==> src/rtl/uart_bus_master.sv <==
// uart_bus_master: serial debug/loader bus initiator.
// Pops command bytes from the uart RX FIFO, takes the bus from the 65c02 via bus_req_o/bus_gnt_i,
// performs one single-byte read or write, then pushes one reply byte into the uart TX FIFO.
//   'W' AH AL D -> mem[{AH,AL}] = D, reply ACK
//   'R' AH AL   -> reply mem[{AH,AL}]
//   other       -> reply NAK
// Ports:
//   clk_i, rst_ni             clock, asynchronous active-low reset
//   rx_empty_i, r_data_i      RX FIFO status / head byte;  rd_uart_o pops the head
//   tx_full_i                 TX FIFO full;  w_data_o/wr_uart_o push a reply byte
//   bus_req_o, bus_gnt_i      bus ownership handshake with the CPU
//   bus_addr_o, bus_en_o, bus_we_o, bus_dout_o, bus_din_i   memory port (sync RAM)
//   busy_o                    high whenever a command is in progress
module uart_bus_master #(
    parameter int unsigned Timeout = 200000
) (
    input  logic        clk_i,
    input  logic        rst_ni,
    input  logic        rx_empty_i,
    input  logic [7:0]  r_data_i,
    output logic        rd_uart_o,
    input  logic        tx_full_i,
    output logic [7:0]  w_data_o,
    output logic        wr_uart_o,
    output logic        bus_req_o,
    input  logic        bus_gnt_i,
    output logic [15:0] bus_addr_o,
    output logic        bus_en_o,
    output logic        bus_we_o,
    output logic [7:0]  bus_dout_o,
    input  logic [7:0]  bus_din_i,
    output logic        busy_o
);

    localparam logic [7:0] OpWrite = 8'h57;
    localparam logic [7:0] OpRead  = 8'h52;
    localparam logic [7:0] Ack     = 8'h06;
    localparam logic [7:0] Nak     = 8'h15;

    typedef enum logic [2:0] {
        StIdle, StGetAh, StGetAl, StGetD, StReq, StAccess, StCapture, StReply
    } state_e;

    state_e      state_q, state_d;
    logic        is_write_q, is_write_d;
    logic [15:0] addr_q, addr_d;
    logic [7:0]  dout_q, dout_d;
    logic [7:0]  reply_q, reply_d;
    logic [31:0] tmo_q, tmo_d;
    logic        in_get;

    assign in_get = (state_q == StGetAh) || (state_q == StGetAl) || (state_q == StGetD);

    always_comb begin
        state_d    = state_q;
        is_write_d = is_write_q;
        addr_d     = addr_q;
        dout_d     = dout_q;
        reply_d    = reply_q;
        tmo_d      = tmo_q;
        rd_uart_o  = 1'b0;
        wr_uart_o  = 1'b0;
        bus_req_o  = 1'b0;
        bus_en_o   = 1'b0;
        bus_we_o   = 1'b0;

        unique case (state_q)
            StIdle: begin
                tmo_d = 32'd0;
                if (!rx_empty_i) begin
                    rd_uart_o = 1'b1;
                    if (r_data_i == OpWrite || r_data_i == OpRead) begin
                        is_write_d = (r_data_i == OpWrite);
                        state_d    = StGetAh;
                    end else begin
                        reply_d = Nak;
                        state_d = StReply;
                    end
                end
            end
            StGetAh: begin
                if (!rx_empty_i) begin
                    rd_uart_o    = 1'b1;
                    addr_d[15:8] = r_data_i;
                    state_d      = StGetAl;
                end
            end
            StGetAl: begin
                if (!rx_empty_i) begin
                    rd_uart_o   = 1'b1;
                    addr_d[7:0] = r_data_i;
                    state_d     = is_write_q ? StGetD : StReq;
                end
            end
            StGetD: begin
                if (!rx_empty_i) begin
                    rd_uart_o = 1'b1;
                    dout_d    = r_data_i;
                    state_d   = StReq;
                end
            end
            StReq: begin
                bus_req_o = 1'b1;
                if (bus_gnt_i) state_d = StAccess;
            end
            StAccess: begin
                // Strobe completes even if the grant has already dropped.
                bus_req_o = 1'b1;
                bus_en_o  = 1'b1;
                bus_we_o  = is_write_q;
                if (is_write_q) begin
                    reply_d = Ack;
                    state_d = StReply;
                end else begin
                    state_d = StCapture;
                end
            end
            StCapture: begin
                // Synchronous RAM: read data is valid the cycle after the strobe.
                bus_req_o = 1'b1;
                reply_d   = bus_din_i;
                state_d   = StReply;
            end
            StReply: begin
                if (!tx_full_i) begin
                    wr_uart_o = 1'b1;
                    state_d   = StIdle;
                end
            end
            default: state_d = StIdle;
        endcase

        // Inter-byte timeout: only while a command is partially received.
        if (in_get) begin
            if (!rx_empty_i) begin
                tmo_d = 32'd0;
            end else if (tmo_q >= Timeout - 32'd1) begin
                tmo_d   = 32'd0;
                state_d = StIdle;
            end else begin
                tmo_d = tmo_q + 32'd1;
            end
        end
    end

    always_ff @(posedge clk_i or negedge rst_ni) begin
        if (!rst_ni) begin
            state_q    <= StIdle;
            is_write_q <= 1'b0;
            addr_q     <= 16'h0000;
            dout_q     <= 8'h00;
            reply_q    <= 8'h00;
            tmo_q      <= 32'd0;
        end else begin
            state_q    <= state_d;
            is_write_q <= is_write_d;
            addr_q     <= addr_d;
            dout_q     <= dout_d;
            reply_q    <= reply_d;
            tmo_q      <= tmo_d;
        end
    end

    assign bus_addr_o = addr_q;
    assign bus_dout_o = dout_q;
    assign w_data_o   = reply_q;
    assign busy_o     = (state_q != StIdle);

endmodule
==> config.mk <==
export PLATFORM = sky130hd
export DESIGN_NAME = uart_bus_master
export DESIGN_NICKNAME = d
export VERILOG_FILES = /design/src/rtl/uart_bus_master.sv
export SDC_FILE = /design/constraint.sdc
export NUM_CORES = 1
export LEC_CHECK = 0
export CAP_MARGIN = 10
export CORE_AREA = 2 2 94 74
export DETAILED_ROUTE_END_ITERATION = 8
export DIE_AREA = 0 0 96 76
export DONT_BUFFER_PORTS = 1
export GPL_TIMING_DRIVEN = 0
export PLACE_DENSITY = 0.7
export SLEW_MARGIN = 20
export SYNTH_ARGS = -nofsm -noshare
export SYNTH_HDL_FRONTEND = slang
export SYNTH_SLANG_ARGS = --single-unit
export TNS_END_PERCENT = 10
==> constraint.sdc <==
create_clock -name clk_i -period 2.1 [get_ports clk_i]
set_input_delay 0.63 -clock clk_i [delete_from_list [all_inputs] [get_ports clk_i]]
set_output_delay 0.63 -clock clk_i [all_outputs]
set_load 0.03 [all_outputs]
==> impl_metrics.yaml <==
status:
  outcome: "complete, but fails checks"
  violations: "negative hold slack"
global_routing:
  number_of_global_route_vias_before_repair: 2362
  grt_overflow_total: 0
  grt_pass1_wl_um: 11700
  antenna_found_initial: 0
  pin_count_of_the_biggest_net_entering_global_routing: 69
  grtUsageTotal_pct: 20.4
clock_network:
  cts-buffers-inserted: 9
  clock_transition_at_the_registers_of_the_reported_paths_ns: 0.08
  tritoncts: "built"
  clock_path_buffers: 2
  clock_insertion_delay_worst_skew_ns: 0.35
  ctsRootBufferMaster: "clkbuf_8"
  cts_num_sinks: 68
  cts-htree-levels: 3
route:
  drt-initial-drc-count: 215
  post-route-drc-count: 0
  drt_wl_total_um: 6830
  routed-via-count: 2291
  detail_route.wl_per_cell_um: 17.8
  dr.pass1.iters: 4
  number_of_nets_with_antenna_violations_after_routing: 0
  post_drt_via_cell_ratio: 5.98
die:
  floorplan.die.width_um: 96
  boundaryPins: 59
  core_region_area_um2: 6470
  placement_rows: 26
  chipHeight_um: 76
  effective_utilization_at_floorplan_pct: 47.8
  die_area_um2: 7300
synth:
  synth_flop_cell: "dfrtp_1"
  post_synth_inst_count: 280
  synth_seq_cells: 68
  syn_avg_cell_area_um2: 11.1
  synth_enable_flop_cells: 0
  synth-warning-count: 0
  async_flop_share_pct: 100
  count_of_cell_types_in_the_netlist: 41
  yosysSeqAreaShare_pct: 55.0
  synth_area_um2: 3090
  synth_nets: 302
cells_and_area:
  design_area_um2: 3500
  insertedDiodeCount: 0
  fraction_of_layout_instances_using_a_drive_strength_above_1_pct: 23.1
  fillCellCount: 561
  most_common_cell_after_layout_fill_and_taps_aside: "dfrtp_1"
  fin_nets: 317
  mostFrequentLayoutCells: "68 x dfrtp_1, 26 x mux2_2, 19 x nand2_1, 19 x a31oi_1, 16 x o21ai_0"
  p_r_area_growth_vs_syn_pct: 13.1
timing:
  final_max_slew_viol_count: 0
  worst_slew_pin_slew_ns: 0.814
  hold_slack_ns: -0.0271
  clock.fmax_ghz: 0.489
  period_needed_ns: 2.04
  final_hold_viol_count: 64
  final_min_period_over_clock_period_pct: 97.3
  maxSlewHeadroom_pct: 45.5
  final.setup_skew_ns: 0.00987
  final.setup.worst_slack_ns: 0.0570
  timing.final.setup_violations: 0
  rsz_0062_raised_after_global_routing: "true"
setup_path:
  crit_path_top_delay_cell: "dfrtp_1"
  timing.setup.critical_path_class: "reg -> out"
  cpLargestDelayFamily: "simple AND/OR/NAND/NOR gates"
  timing.critical_path.slowest_cell_delay_ns: 0.36
  path_cells: "buf_2, nand2_1, nor3_4"
  cp_max_fo: 10
  timing.critical_path.from_type: "flop"
  crit_path_end_kind: "output pin"
  cp_num_buf_inv: 1
  timing.critical_path.required_ns: 1.47
  worst-endpoint-arrival_ns: 1.41
placed_design:
  placed_cell_area_um2: 3200
  routabilityCongestion: 0.920
  dp.final_hpwl_um: 4620
  pre_cts_ws_ns: -0.113
  io_buffers: 0
power:
  total_leakage_power_uw: 0.00148
  vdd_ir_drop_max_mv: 0.980
  power_density_nw_per_um2: 1410
worst_hold_path:
  worst_hold_path_type: "in -> async"
flow_run:
  max_cap_viol_count: 0
[metrics by stage]
| step | utilization [%] | instances | setup TNS [ns] | power [uW] |
|---|---|---|---|---|
| floorplan | - | 280 | 0 | 3360 |
| global placement | 49.4 | 364 | -0.482 | 3610 |
| detailed placement | 49.4 | 364 | -1.16 | 3660 |
| CTS | 53.5 | 381 | 0 | 4950 |
| global route | 54.1 | 383 | -0.0153 | 5200 |
| finish | 54.1 | 383 | 0 | 4950 |
[routing by layer]
| layer | GRT usage [%] | part of all wire [%] | vias to the layer above |
|---|---|---|---|
| li1 | - | - | 1054 |
| met5 | 0 | 0 | - |
| met1 | 29.5 | 46 | 1142 |
| met3 | 7.22 | 7.1 | 13 |
| met2 | 28.2 | 45 | 82 |
| met4 | 7.57 | 1.8 | 0 |
[path summary, 6_finish.rpt]
kind | startpoint | endpoint | slack [ns] | depth (start not counted)
max in group asynchronous | rst_ni | bus_addr_o[5] | 1.98 | 0
hold reg to reg | tmo_q[21] | tmo_q[21] | 0.49 | 1
setup / recovery | state_q[1] | wr_uart_o | 0.06 | 3
setup reg to reg | state_q[2] | bus_addr_o[10] | 0.07 | 6
hold / removal | rst_ni | w_data_o[5] | -0.03 | 0
min in group clk_i | r_data_i[0] | is_write_q | 0.41 | 2
[Yosys cell counts (2+ instances only)]
library cell | n | area (um2)
dfrtp_1 | 68 | 1700
mux2_2 | 26 | 293
nand2_1 | 21 | 78.8
a31oi_1 | 19 | 119
and2_1 | 16 | 100
o21ai_0 | 16 | 80.1
nor2_1 | 14 | 52.6
nand3_1 | 11 | 55.1
nor4_1 | 8 | 50.1
nand3b_1 | 7 | 52.6
nor3_1 | 7 | 35.0
clkbuf_1 | 6 | 22.5
inv_1 | 6 | 22.5
buf_2 | 5 | 25.0
a21oi_1 | 4 | 20.0
a22o_1 | 4 | 35.0
and3_1 | 4 | 25.0
nand4_1 | 4 | 25.0
o211ai_1 | 4 | 30.0
nand2b_1 | 3 | 18.8
xor2_1 | 3 | 26.3
buf_4 | 2 | 15.0
nand4b_1 | 2 | 17.5
o22ai_1 | 2 | 12.5
xnor2_1 | 2 | 17.5
[layout make-up]
cell class                      instances  area (um2)  area share (%)
Timing Repair Buffer                    4        30.0           0.858
Sequential cell                        68        1700            48.6
Clock inverter                          6        88.8            2.54
Tap cell                               84         105            3.00
Inverter                                6        22.5           0.644
Clock buffer                            9         124            3.54
Multi-Input combinational cell        192        1350            38.5
Buffer                                 14        81.3            2.32
[timing repair]
| item | CTS | global route |
|---|---|---|
| endpoints found under the setup margin | 6 | 22 |
| gates cloned | 0 | 0 |
| pin swaps | 1 | 1 |
| hold endpoints to repair | 68 | 68 |
| buffers inserted | 2 | 2 |
| resized for setup | 12 | 9 |
[kinds of logic (layout without fill, tap and decap cells)]
family	Yosys count	in the layout	share of synthesized area (%)
compound gates	57	57	11.9
flops	68	68	55.0
mux	27	27	9.79
simple gates	102	102	18.6
xor+xnor	5	5	1.42
buf+inv	20	39	2.87
fa+ha+maj	1	1	0.404
[worst reg2reg max path: stages, from the launching register on]
cell and delay (ns):
dfrtp_1 0.41, inv_1 0.09, nand2_1 0.14, inv_1 0.29, and2_1 0.17, clkbuf_1 0.42
mux2_2 0.40
[registers in the layout, summed over array words and instances (netlist names)]
| name | flops |
|---|---|
| tmo_q | 32 |
| bus_addr_o | 16 |
| bus_dout_o | 8 |
| w_data_o | 8 |
| state_q | 3 |
| is_write_q | 1 |
[power breakdown]
group	total (uW)	internal (uW)	switching [uW]
Combinational	1300	565	734
Sequential	2470	1650	826
Clock	1180	664	513
Power figures use the tool's default switching activity.
